--- src/rtl/decimate_avg.sv ---
// decimate_avg: block-average decimator for a signed sample stream.
// Each non-overlapping block of 2^log2_ratio_p accepted samples is summed.
// The block average (sum >>> log2_ratio_p) is emitted as one signed sample
// over a valid/ready handshake. The block sustains one sample per cycle.
// Optional build macro DECIMATE_AVG_ROUND_EN: adds half an LSB of the
// quotient before the shift, which gives round-half-up instead of floor.
module decimate_avg #(
  parameter int width_p      = 10,
  parameter int log2_ratio_p = 2
) (
  input  logic               clk_i,
  input  logic               reset_i,
  input  logic               valid_i,
  input  logic [width_p-1:0] data_i,
  output logic               ready_o,
  output logic               valid_o,
  output logic [width_p-1:0] data_o,
  input  logic               ready_i
);

`ifdef DECIMATE_AVG_ROUND_EN
  // One extra accumulator bit gives headroom for the rounding bias.
  localparam int round_w_lp = (log2_ratio_p > 0) ? 1 : 0;
`else
  localparam int round_w_lp = 0;
`endif

  // A full block plus optional bias always fits in this width.
  localparam int acc_w_lp = width_p + log2_ratio_p + round_w_lp;

  // Output register and handshake qualifiers.
  logic               valid_q, valid_d;
  logic [width_p-1:0] data_q, data_d;
  logic               is_final;    // the next accepted sample closes a block
  logic [width_p-1:0] avg_w;       // average including the sample on data_i
  logic               accept;
  logic               consume;

  // A final sample may enter only if the output slot is free or draining.
  // Non-final samples only touch the accumulator, so they are always taken.
  // There is intentionally no path from valid_i to ready_o.
  assign ready_o = is_final ? (~valid_q | ready_i) : 1'b1;
  assign accept  = valid_i & ready_o;
  assign consume = valid_q & ready_i;

  generate
    if (log2_ratio_p > 0) begin : g_accum
      localparam logic [log2_ratio_p-1:0] cnt_last_lp = '1;
      localparam logic [log2_ratio_p-1:0] cnt_one_lp  = log2_ratio_p'(1);

      logic [log2_ratio_p-1:0]    count_q, count_d;
      logic signed [acc_w_lp-1:0] acc_q, acc_d;
      logic signed [acc_w_lp-1:0] sample_w;
      logic signed [acc_w_lp-1:0] sum_w;
      logic signed [acc_w_lp-1:0] biased_w;

      assign is_final = (count_q == cnt_last_lp);
      assign sample_w = {{(acc_w_lp-width_p){data_i[width_p-1]}}, data_i};
      assign sum_w    = acc_q + sample_w;

`ifdef DECIMATE_AVG_ROUND_EN
      // Half of the divisor pushes ties up toward +inf.
      localparam logic signed [acc_w_lp-1:0] round_bias_lp =
        acc_w_lp'(1) << (log2_ratio_p - 1);
      assign biased_w = sum_w + round_bias_lp;
`else
      assign biased_w = sum_w;
`endif

      // Arithmetic shift floors toward -inf; the result always fits width_p.
      assign avg_w = width_p'(biased_w >>> log2_ratio_p);

      // Accumulate non-final samples; clear and wrap on the final one.
      always_comb begin
        acc_d   = acc_q;
        count_d = count_q;
        if (accept) begin
          if (is_final) begin
            acc_d   = '0;
            count_d = '0;
          end else begin
            acc_d   = sum_w;
            count_d = count_q + cnt_one_lp;
          end
        end
      end

      // Accumulator and sample-counter state; reset drops a partial block.
      always_ff @(posedge clk_i or posedge reset_i) begin
        if (reset_i) begin
          acc_q   <= '0;
          count_q <= '0;
        end else begin
          acc_q   <= acc_d;
          count_q <= count_d;
        end
      end
    end else begin : g_pass
      // Ratio 1: every sample is final and passes straight through.
      assign is_final = 1'b1;
      assign avg_w    = data_i;
    end
  endgenerate

  // Load a new average on a final accept (also when the old one is consumed
  // in the same cycle); otherwise clear valid on consume and hold the data.
  always_comb begin
    valid_d = valid_q;
    data_d  = data_q;
    if (accept && is_final) begin
      valid_d = 1'b1;
      data_d  = avg_w;
    end else if (consume) begin
      valid_d = 1'b0;
    end
  end

  // Output register; reset also discards an unconsumed result.
  always_ff @(posedge clk_i or posedge reset_i) begin
    if (reset_i) begin
      valid_q <= 1'b0;
      data_q  <= '0;
    end else begin
      valid_q <= valid_d;
      data_q  <= data_d;
    end
  end

  assign valid_o = valid_q;
  assign data_o  = data_q;

endmodule
--- config.mk ---
export PLATFORM = sky130hd
export DESIGN_NAME = decimate_avg
export DESIGN_NICKNAME = d
export VERILOG_FILES = /design/src/rtl/decimate_avg.sv
export SDC_FILE = /design/constraint.sdc
export NUM_CORES = 1
export LEC_CHECK = 0
export CORE_UTILIZATION = 45
export DETAILED_ROUTE_END_ITERATION = 8
export MAX_ROUTING_LAYER = met4
export PLACE_DENSITY = 0.7
export SYNTH_ARGS = -nofsm -noshare
export SYNTH_HDL_FRONTEND = slang
export SYNTH_SLANG_ARGS = --single-unit
--- constraint.sdc ---
create_clock -name clk_i -period 2.75 [get_ports clk_i]
set_input_delay 0.55 -clock clk_i [delete_from_list [all_inputs] [get_ports clk_i]]
set_output_delay 0.55 -clock clk_i [all_outputs]
set_load 0.05 [all_outputs]
==> impl_results.md, run 1 <==
- Worst path buffer plus inverter count: 2
- Clock period minus final worst setup slack: 2490 ps
- Critical Path Max Stage Delay: 460 ps
- Placed Instance Area: 0.00188 mm2
- Clock tree sinks: 25
- Synthesized area divided by synthesized cell count: around 11 um2
- Data arrival, critical path: 2720 ps
- Number of register bits inferred by synthesis: 25
- LEAKAGE: 0.860 nW
- Area taken by flip-flops and latches: 626 um2
- Root Buffer Master: sky130_fd_sc_hd__clkbuf_4
- Clock latency reported for the late side of the worst-skew pair: approximately 320 ps
- Timing-limited maximum frequency: 402 MHz
- Combined area of the multi-input logic cells: around 860 um2
- Netlist area before placement: roughly 0.0015 mm2
- Core Footprint: 0.00313 mm2
- Biggest area contributors in the synthesized netlist: sky130_fd_sc_hd__dfrtp_1 (41%), sky130_fd_sc_hd__ha_1 (9.9%), sky130_fd_sc_hd__mux2_2 (5.9%)
- Unique cell type count in the Yosys netlist: 43
- IO Pins: 26
- TNS Setup: 0 ps
- Post-CTS Setup Inserts: 0
- Routed len/inst: between 10 and 15 um
- Cell Rows: 20
- Number of failing hold endpoints at the final stage: 0
- Number of diodes: 0
- Net Count, Synth: 169
- CP Launch Type: primary input
- Vias in the first global route: between 1000 and 1500
- Total via count in the routed design: between 1000 and 1500
- RSZ-0062 raised after global routing: no
- Die area: approximately 0.0036 mm2
- Number of remaining DRC errors: 0
- Largest net degree at the start of global routing: 26
- Cell with the biggest individual delay on the critical path: sky130_fd_sc_hd__clkdlybuf4s50_1
- Cell family contributing the most delay on the critical path: compound AO/OA/AOI/OAI gates
- Gp weighted congestion: 0.839
- Via-per-instance ratio: about 5.6
- Number of buffers added to fix hold violations after cts: 0
- Worst-case clock skew: 1.10 ps
- Die Span Y: 60.1 um
- HPWL after detailed placement: approximately 2500 um
- Number of warnings printed during yosys synthesis: 0
- Terminating pin of the worst hold path: data_o[0]
- Setup slack of the worst register-to-register path: 560 ps
- Wirelength, routed: roughly 3200 um
- P per Cell Area: approximately 1200 mW/mm2
- Register area share after synthesis: 0.412
- Maximum ir drop on the vdd rail: around 600 uV
- Status: finished clean
- Most used standard cell by instance count after synthesis: sky130_fd_sc_hd__dfrtp_1
- Most used flip-flop cell after synthesis: sky130_fd_sc_hd__dfrtp_1
- Starting utilization of the core area: 0.486
- Number of enable-type register cells in the synthesized netlist: 0
- Max-cap check violation count: 0
- Number of detailed-route iterations in the first pass: 4
- Count of cells along the worst register-to-register path: 9
- Worst reg2reg path endpoint: g_accum.acc_q[8]
- Most numerous cell types in the synthesized netlist: sky130_fd_sc_hd__dfrtp_1 (25), sky130_fd_sc_hd__ha_1 (12), sky130_fd_sc_hd__o21ai_0 (9)
- Worst-path cell chain: clkdlybuf4s50_1 > ha_1 > inv_1 > fa_1 > nor2b_1 > o31a_1 > o21bai_1 > a21boi_0 > o21ai_0 > a41o_1
- Share of Yosys cell area claimed by the top area cell type: 0.412
- Instance count on the critical path: 10
- Crit path kind: primary input to register
- Headroom to the max-slew limit: 0.667
- Proportion of layout cells with a drive suffix above 1: 0.152
- Clock-pin slew reported for the worst setup and hold paths after clock tree synthesis: between 100 and 150 ps
- Number of buffers inserted by port buffering: 25
- First-pass GRT wire length: 5710 um
- Actual transition at the worst max-transition pin: 498 ps
- Async set-or-reset flop fraction in the synthesized netlist: 1.00
- CTS buffer count: 3
- Cells after Synth: 142
- Chip width: 60.1 um
- Crit share post-route: 0.905
- Final Instance Area: approximately 0.0019 mm2
- Post-CTS resize count: 0
- Htree depth: 1
- Worst r2r src: g_accum.acc_q[0]
- Nets: a little over 200
- Req. time, crit path: a little under 3000 ps
- Count of filler cells inserted in the layout: about 280
- Antenna-violating nets left: 0
- Final slew viol count: 0
- Clock tree from TritonCTS: yes
- Global router's overall resource usage: 0.220
- Layout overhead on the synthesized area: 25.9%
- Crit-path max FO: 4
- Initial antenna violation count: 0
- Worst min-delay path startpoint: data_o[0]
- Cell count of the worst hold path: 2
- Number of buffers between clock root and the deepest sink: 2
- Finish-stage setup viols: 0
- Kind of end point of the critical path: register
- First DRT Iteration DRCs: 45
- Kind of path behind the tightest hold check: register to register
- Global-route congestion overflow total: 0
- Cell taking the most area after synthesis: sky130_fd_sc_hd__dfrtp_1
==> flip-flops by register name (all words and copies together), names as in the netlist <==
name,cells
g_accum.acc_q,12
data_o,10
g_accum.count_q,2
valid_o,1
==> kinds of logic after synthesis <==
kind of cell,count (synthesis),synth area share
AO/OA/AOI/OAI,42,0.215
XOR/XNOR,7,0.0494
AND/OR/NAND/NOR,38,0.129
buffers and inverters,9,0.0231
flip-flops,25,0.412
multiplexers,8,0.0593
adder cells (fa/ha/maj),13,0.112
==> worst max path at each step <==
stage / slack [ps] / start / endpoint
global placement: 10 / data_i[0] / g_accum.acc_q[8]
floorplan: 430 / valid_o / data_o[1]
global route: 90 / data_i[0] / data_o[6]
finish: 260 / data_i[0] / data_o[8]
CTS: 280 / data_i[0] / data_o[8]
detailed placement: -40 / data_i[0] / data_o[8]
==> report_power, final <==
group / leakage, nW / internal, W / switching (W)
registers: 0.307 / 0.000543 / 0.0000976
logic: 0.535 / 0.000665 / 0.000825
clock network: 0.0177 / 0.0000545 / 0.000113
total: 0.860 / 0.00126 / 0.00104
==> layout by cell type (no fill, tap or decap), types with 2 or more instances in the layout <==
cell,instances
sky130_fd_sc_hd__nand3b_1,2
sky130_fd_sc_hd__and2_1,4
sky130_fd_sc_hd__a22o_1,5
sky130_fd_sc_hd__clkbuf_4,3
sky130_fd_sc_hd__nand4_1,2
sky130_fd_sc_hd__o31ai_1,2
sky130_fd_sc_hd__nor2_1,8
sky130_fd_sc_hd__o21a_1,2
sky130_fd_sc_hd__o21ai_0,9
sky130_fd_sc_hd__nor2b_1,2
sky130_fd_sc_hd__nor3_1,2
sky130_fd_sc_hd__nand3_1,3
sky130_fd_sc_hd__a41o_1,2
sky130_fd_sc_hd__dfrtp_1,25
sky130_fd_sc_hd__inv_1,6
sky130_fd_sc_hd__or3_1,3
sky130_fd_sc_hd__ha_1,12
sky130_fd_sc_hd__clkdlybuf4s50_1,24
sky130_fd_sc_hd__nand2_1,8
sky130_fd_sc_hd__o21bai_1,2
sky130_fd_sc_hd__mux2_2,8
sky130_fd_sc_hd__xnor2_1,5
sky130_fd_sc_hd__buf_4,11
sky130_fd_sc_hd__a32o_1,2
sky130_fd_sc_hd__a21oi_1,6
==> worst min-delay path: cells and delay by family, from the launching register on <==
family,cells,cell delay [ps]
AO/OA/AOI/OAI,1,60
flip-flops,1,370
AND/OR/NAND/NOR,1,40
==> layer usage <==
layer	vias to the layer above	wire, um	GRT usage
li1	602	-	-
met1	602	1490	0.278
met2	37	1580	0.366
met3	3	154	0.0260
met4	0	16	0.0664
met5	-	0	-
==> stage by stage <==
stage,std cells,utilization,total power [W],hold slack [ps],worst slack (ps)
floorplan,142,-,0.00172,443,427
global placement,218,0.602,0.00209,459,12.4
detailed placement,218,0.602,0.00214,472,-44.6
CTS,222,0.611,0.00230,503,276
global route,222,0.611,0.00248,523,94.1
finish,222,0.611,0.00230,501,262
==> layout make-up <==
| cell class | count | share of cell area |
|---|---|---|
| clock buffers | 3 | 0.0118 |
| clock inverters | 1 | 0.00262 |
| inverters | 6 | 0.0118 |
| multi-input cells | 108 | 0.449 |
| flip-flops and latches | 25 | 0.327 |
| well taps | 44 | 0.0288 |
| repair buffers | 35 | 0.169 |
Power figures use the tool's default switching activity.
==> run 2: changes to the inputs <==
==> constraint.sdc (replaced) <==
create_clock -name clk_i -period 2.75 [get_ports clk_i]
set_input_delay 0.55 -clock clk_i [delete_from_list [all_inputs] [get_ports clk_i]]
set_output_delay 0.55 -clock clk_i [all_outputs]
set_load 0.005 [all_outputs]
==> impl_results.md, run 2 (same netlist as run 1, synthesis figures left out) <==
- First DRT Iteration DRCs: 39 (was 45)
- Via-per-instance ratio: 5.43 (was 5.60)
- Core Footprint: 0.00313 mm2 (unchanged)
- Data arrival, critical path: 2670 ps (was 2720 ps)
- Combined area of the multi-input logic cells: 858 um2 (unchanged)
- Total via count in the routed design: 1200 (was 1244)
- Nets: 205 (was 206)
- Count of filler cells inserted in the layout: 262 (was 278)
- Post-Route M1 WL: 1500 um (was 1490 um)
- Global router's overall resource usage: 0.207 (was 0.220)
- Req. time, crit path: 2960 ps (was 2980 ps)
- Highest routed metal layer: met4 (unchanged)
- Worst Setup Slack post-DPL: -21.2 ps (was -44.6 ps)
- Number of buffers added to fix hold violations after cts: 0 (unchanged)
- Antenna-violating nets left: 0 (unchanged)
- Layout overhead on the synthesized area: 25.5% (was 25.9%)
- Final slew viol count: 0 (unchanged)
- Vias in the first global route: 1214 (was 1259)
- Final Instance Area: 0.00191 mm2 (about the same)
- Area taken by flip-flops and latches: 626 um2 (unchanged)
- Max reg flops: 12 (unchanged)
- Crit path kind: primary input to register (unchanged)
- Crit-path max FO: 4 (unchanged)
- Cell Rows: 20 (unchanged)
- Headroom to the max-slew limit: 0.667 (about the same)
- Clock period minus final worst setup slack: 2450 ps (was 2490 ps)
- Actual transition at the worst max-transition pin: 498 ps (about the same)
- Htree depth: 1 (unchanged)
- Number of buffers between clock root and the deepest sink: 2 (unchanged)
- Share of the core filled with cells in the final layout: 0.609 (was 0.611)
- Number of failing hold endpoints at the final stage: 0 (unchanged)
- Maximum ir drop on the vdd rail: 499 uV (was 586 uV)
- Wirelength, routed: 3200 um (was 3240 um)
- Status: finished clean (unchanged)
- Proportion of layout cells with a drive suffix above 1: 0.136 (was 0.152)
- Worst Setup Slack, final: 299 ps (was 262 ps)
- Routed len/inst: 14.5 um (was 14.6 um)
- Register ranked first by flip-flop count: g_accum.acc_q (unchanged)
- Post-CTS resize count: 0 (unchanged)
- Number of diodes: 0 (unchanged)
- Kind of end point of the critical path: register (unchanged)
- Global-route congestion overflow total: 0 (unchanged)
- Root Buffer Master: sky130_fd_sc_hd__clkbuf_4 (unchanged)
- Gp weighted congestion: 0.843 (was 0.839)
- Number of detailed-route iterations in the first pass: 4 (unchanged)
- IO Pins: 26 (unchanged)
- Number of remaining DRC errors: 0 (unchanged)
- Placed Instance Area: 0.00188 mm2 (about the same)
- Finish-stage setup viols: 0 (unchanged)
- Timing-limited maximum frequency: 408 MHz (was 402 MHz)
- Crit share post-route: 0.891 (was 0.905)
- Starting utilization of the core area: 0.486 (unchanged)
- Met3 WL: 137 um (was 154 um)
- Kind of path behind the tightest hold check: register to register (unchanged)
- P per Cell Area: 1060 mW/mm2 (was 1200 mW/mm2)
- HPWL after detailed placement: 2460 um (was 2480 um)
- First-pass GRT wire length: 5390 um (was 5710 um)
- Clock tree sinks: 25 (unchanged)
- RSZ-0062 raised after global routing: no (unchanged)
- Die area: 0.00361 mm2 (unchanged)
- Commonest cells after routing, fill and taps aside: sky130_fd_sc_hd__dfrtp_1 (25), sky130_fd_sc_hd__clkdlybuf4s50_1 (25), sky130_fd_sc_hd__ha_1 (12), sky130_fd_sc_hd__o21ai_0 (9), sky130_fd_sc_hd__buf_4 (9) (was sky130_fd_sc_hd__dfrtp_1 (25), sky130_fd_sc_hd__clkdlybuf4s50_1 (24), sky130_fd_sc_hd__ha_1 (12), sky130_fd_sc_hd__buf_4 (11), sky130_fd_sc_hd__o21ai_0 (9))
- Number of buffers inserted by port buffering: 25 (unchanged)
- CP Launch Type: primary input (unchanged)
- LEAKAGE: 0.853 nW (was 0.860 nW)
- Clock latency reported for the late side of the worst-skew pair: 330 ps (was 320 ps)
- Largest net degree at the start of global routing: 26 (unchanged)
- Clock tree from TritonCTS: yes (unchanged)
- Post-CTS Setup Inserts: 0 (unchanged)
- Die Span Y: 60.1 um (unchanged)
- Max-cap check violation count: 0 (unchanged)
- Initial antenna violation count: 0 (unchanged)
- Length of routed met2 wiring: 1530 um (was 1580 um)
- Clock-pin slew reported for the worst setup and hold paths after clock tree synthesis: 130 ps (was 140 ps)
- Chip width: 60.1 um (unchanged)
- CTS buffer count: 3 (unchanged)
- Worst-case clock skew: 17.0 ps (was 1.10 ps)
-- run 2: power breakdown --
group	switching, W	total, W	internal [W]
clock network	0.000113	0.000169	0.0000568
registers	0.0000943	0.000637	0.000543
logic	0.000548	0.00121	0.000661
-- run 2: worst max-delay path, stage by stage --
cell                              delay, ps
sky130_fd_sc_hd__clkdlybuf4s50_1        410
sky130_fd_sc_hd__ha_1                   360
sky130_fd_sc_hd__a211oi_1               270
sky130_fd_sc_hd__nor2_1                 130
sky130_fd_sc_hd__o41ai_4                290
sky130_fd_sc_hd__and2_1                 190
sky130_fd_sc_hd__xnor3_1                200
sky130_fd_sc_hd__mux2_2                 260
-- run 2: worst paths after layout --
| kind | start | end | slack [ps] | cells after the start |
|---|---|---|---|---|
| worst max-delay path | data_i[6] | data_o[9] | 300 | 8 |
| worst min-delay path | g_accum.acc_q[0] | g_accum.acc_q[0] | 490 | 2 |
| worst max register to register | g_accum.acc_q[6] | data_o[9] | 530 | 7 |
| worst min register to register | g_accum.acc_q[0] | g_accum.acc_q[0] | 490 | 2 |
| max in group asynchronous | reset_i | g_accum.acc_q[11] | 1920 | 3 |
| min in group asynchronous | reset_i | g_accum.acc_q[1] | 560 | 3 |
-- run 2: metal layers --
layer / up-vias / global-route usage
met1: 570 / 0.252
met4: 0 / 0.0797
li1: 598 / -
met2: 28 / 0.347
met3: 4 / 0.0238
met5: - / -
-- run 2: per-stage QoR --
step	instances	power (W)	hold WS [ps]	TNS, ps
floorplan	142	0.00145	443	0
global placement	217	0.00181	459	0
detailed placement	217	0.00186	469	-66.5
CTS	221	0.00203	499	0
global route	221	0.00219	530	0
finish	221	0.00202	494	0
-- run 2: layout make-up --
| type | instances | share of cell area |
|---|---|---|
| sequential | 25 | 0.328 |
| timing repair buffer | 34 | 0.167 |
| inverter | 6 | 0.0118 |
| clock buffer | 4 | 0.0138 |
| multi-input combinational | 108 | 0.450 |
| tap | 44 | 0.0289 |
==> run 3: changes to the inputs <==
--- a/config.mk
+++ b/config.mk
@@ -9,6 +9,8 @@
 export DETAILED_ROUTE_END_ITERATION = 8
 export MAX_ROUTING_LAYER = met4
 export PLACE_DENSITY = 0.7
+export RECOVER_POWER = 25
+export SETUP_SLACK_MARGIN = 0.02
 export SYNTH_ARGS = -nofsm -noshare
 export SYNTH_HDL_FRONTEND = slang
 export SYNTH_SLANG_ARGS = --single-unit
==> constraint.sdc (replaced) <==
create_clock -name clk_i -period 2.4 [get_ports clk_i]
set_input_delay 0.48 -clock clk_i [delete_from_list [all_inputs] [get_ports clk_i]]
set_output_delay 0.48 -clock clk_i [all_outputs]
set_load 0.005 [all_outputs]
==> impl_results.md, run 3 (same netlist as run 1, synthesis figures left out) <==
- Worst reg2reg path endpoint: data_o[5] (was data_o[9])
- Finish-stage setup viols: 0 (unchanged)
- Actual transition at the worst max-transition pin: 1360 ps (was 498 ps)
- First DRT Iteration DRCs: 42 (was 39)
- Initial antenna violation count: 0 (unchanged)
- CP Launch Type: primary input (unchanged)
- Placed Instance Area: 0.00198 mm2 (was 0.00188 mm2)
- Terminating pin of the worst hold path: g_accum.acc_q[0] (unchanged)
- Count of filler cells inserted in the layout: 272 (was 262)
- Routed len/inst: 15.7 um (was 14.5 um)
- Data arrival, critical path: 2540 ps (was 2670 ps)
- Max reg flops: 12 (unchanged)
- Timing-limited maximum frequency: ~430 MHz
- RSZ-0062 raised after global routing: no (unchanged)
- P per Cell Area: 1230 mW/mm2 (was 1060 mW/mm2)
- First-pass GRT wire length: 6130 um (was 5390 um)
- Crit path kind: primary input to register (unchanged)
- IO Pins: 26 (unchanged)
- Number of diodes: 0 (unchanged)
- CTS buffer count: 3 (unchanged)
- Maximum ir drop on the vdd rail: 529 uV (was 499 uV)
- Clock tree sinks: 25 (unchanged)
- Global router's overall resource usage: 0.238 (was 0.207)
- Number of failing hold endpoints at the final stage: 0 (unchanged)
- Total via count in the routed design: 1312 (was 1200)
- Worst min-delay path startpoint: g_accum.acc_q[0] (unchanged)
- Most common cell after layout, fill and taps aside: sky130_fd_sc_hd__dfrtp_1
- Worst-case clock skew: 0.635 ps (was 17.0 ps)
- Crit-path max FO: 4 (unchanged)
- Htree depth: 1 (unchanged)
- LEAKAGE: 0.940 nW (was 0.853 nW)
- Power Total: 0.00251 W (was 0.00202 W)
- Nets: 220 (was 205)
- Largest net degree at the start of global routing: 26 (unchanged)
- Status: finished clean (unchanged)
- Proportion of layout cells with a drive suffix above 1: 0.229 (was 0.136)
- Die area: 0.00361 mm2 (unchanged)
- Starting utilization of the core area: 0.486 (unchanged)
- Cell count of the worst hold path: 2 (unchanged)
- Number of buffers between clock root and the deepest sink: 2 (unchanged)
- Count of cells along the worst register-to-register path: 9 (was 7)
- Chip width: 60.1 um (unchanged)
- Number of buffers inserted by port buffering: 25 (unchanged)
- Number of detailed-route iterations in the first pass: 4 (unchanged)
- Headroom to the max-slew limit: 0.0927 (was 0.667)
- HPWL after detailed placement: 2810 um (was 2460 um)
- Clock latency reported for the late side of the worst-skew pair: 330 ps (about the same)
- Clock-pin slew reported for the worst setup and hold paths after clock tree synthesis: 130 ps (about the same)
- Gp weighted congestion: 0.867 (was 0.843)
- Root Buffer Master: sky130_fd_sc_hd__clkbuf_4 (unchanged)
- Critical Path Max Stage Delay: 410 ps (about the same)
- Req. time, crit path: 2630 ps (was 2960 ps)
- Clock period minus final worst setup slack: 2310 ps
- Core Footprint: 0.00313 mm2 (unchanged)
- Max-cap check violation count: 0 (unchanged)
- Layout overhead on the synthesized area: 34.7% (was 25.5%)
- Wirelength, routed: 3700 um (was 3200 um)
- Antenna-violating nets left: 0 (unchanged)
- Clock tree from TritonCTS: yes (unchanged)
- Setup slack of the worst register-to-register path: 130 ps (was 530 ps)
- Via-per-instance ratio: 5.56 (was 5.43)
- Crit share post-route: 0.962
- Cell Rows: 20 (unchanged)
- Cell with the biggest individual delay on the critical path: sky130_fd_sc_hd__clkdlybuf4s50_1 (unchanged)
- Commonest cells after routing, fill and taps aside: sky130_fd_sc_hd__dfrtp_1 (25), sky130_fd_sc_hd__buf_4 (23), sky130_fd_sc_hd__clkdlybuf4s50_1 (22), sky130_fd_sc_hd__ha_1 (10) (was sky130_fd_sc_hd__dfrtp_1 (25), sky130_fd_sc_hd__clkdlybuf4s50_1 (25), sky130_fd_sc_hd__ha_1 (12), sky130_fd_sc_hd__o21ai_0 (9), sky130_fd_sc_hd__buf_4 (9))
- Register ranked first by flip-flop count: g_accum.acc_q (unchanged)
- Final Instance Area: 0.00205 mm2 (was 0.00191 mm2)
- Vias in the first global route: 1354 (was 1214)
- Die Span Y: 60.1 um (unchanged)
- Kind of path behind the tightest hold check: register to register (unchanged)
- Worst r2r src: g_accum.acc_q[0] (was g_accum.acc_q[6])
- Global-route congestion overflow total: 0 (unchanged)
- Number of remaining DRC errors: 0 (unchanged)
- Final slew viol count: 0 (unchanged)
- Worst-path cell chain: clkdlybuf4s50_1 > ha_1 > a211oi_1 > nor2_1 > o41ai_4 > and2_1 > xnor3_1 > mux2_2 (unchanged)
- Kind of end point of the critical path: register (unchanged)
[run 3: worst max-delay path: cells and delay by family]
family / cells / cell delay [ps]
muxes: 1 / 260
xor gates and xnor gates: 1 / 200
and+or+nand+nor: 2 / 310
adders and majority gates: 1 / 350
buffers and inverters: 1 / 410
AOI/OAI and AO/OA: 2 / 520
[run 3: worst max-delay path by stage]
stage | startpoint | to | slack [ps] | depth (start not counted)
finish | data_i[6] | data_o[9] | 90 | 8
global route | data_i[6] | data_o[9] | 20 | 8
CTS | data_i[0] | g_accum.acc_q[8] | 40 | 10
detailed placement | data_i[0] | data_o[8] | -340 | 10
global placement | data_i[0] | g_accum.acc_q[8] | -270 | 10
floorplan | data_i[0] | g_accum.acc_q[8] | 220 | 9
[run 3: area by class of cell]
type                    instances  area [um2]  area share
repair buffers                 49         432       0.211
well taps                      44        55.1      0.0269
clock buffers                   4        26.3      0.0128
multi-input cells             108         885       0.432
inverters                       6        22.5      0.0110
flip-flops and latches         25         626       0.306
[run 3: power breakdown]
part	total, W	switching (W)	internal [W]
sequential	0.000743	0.000120	0.000623
clock	0.000197	0.000131	0.0000654
combinational	0.00157	0.000690	0.000882
[run 3: repair_timing]
action                     in CTS  in global routing
hold buffers                    0                  0
pin swaps                       1                  9
setup buffers                   0                  1
setup endpoints to repair       2                  5
gates resized for setup         3                  7
[run 3: layer usage]
| metal | vias up | track usage | routed length [um] | part of all wire |
|---|---|---|---|---|
| met1 | 652 | 0.281 | 1620 | 0.44 |
| met3 | 6 | 0.0238 | 97 | 0.026 |
| met2 | 25 | 0.410 | 1930 | 0.52 |
| li1 | 629 | - | - | - |
| met5 | - | - | 0 | 0 |
| met4 | 0 | 0.0963 | 51 | 0.014 |
[run 3: stage by stage]
step	setup TNS, ps	util	hold slack [ps]	cells	setup WS (ps)
3_3_place_gp	-2230	0.634	461	231	-270
6_report	0	0.654	499	236	90.4
4_1_cts	0	0.644	498	235	42.5
5_1_grt	0	0.654	540	236	20.3
3_5_place_dp	-3020	0.634	469	231	-342
2_1_floorplan	0	-	443	142	217
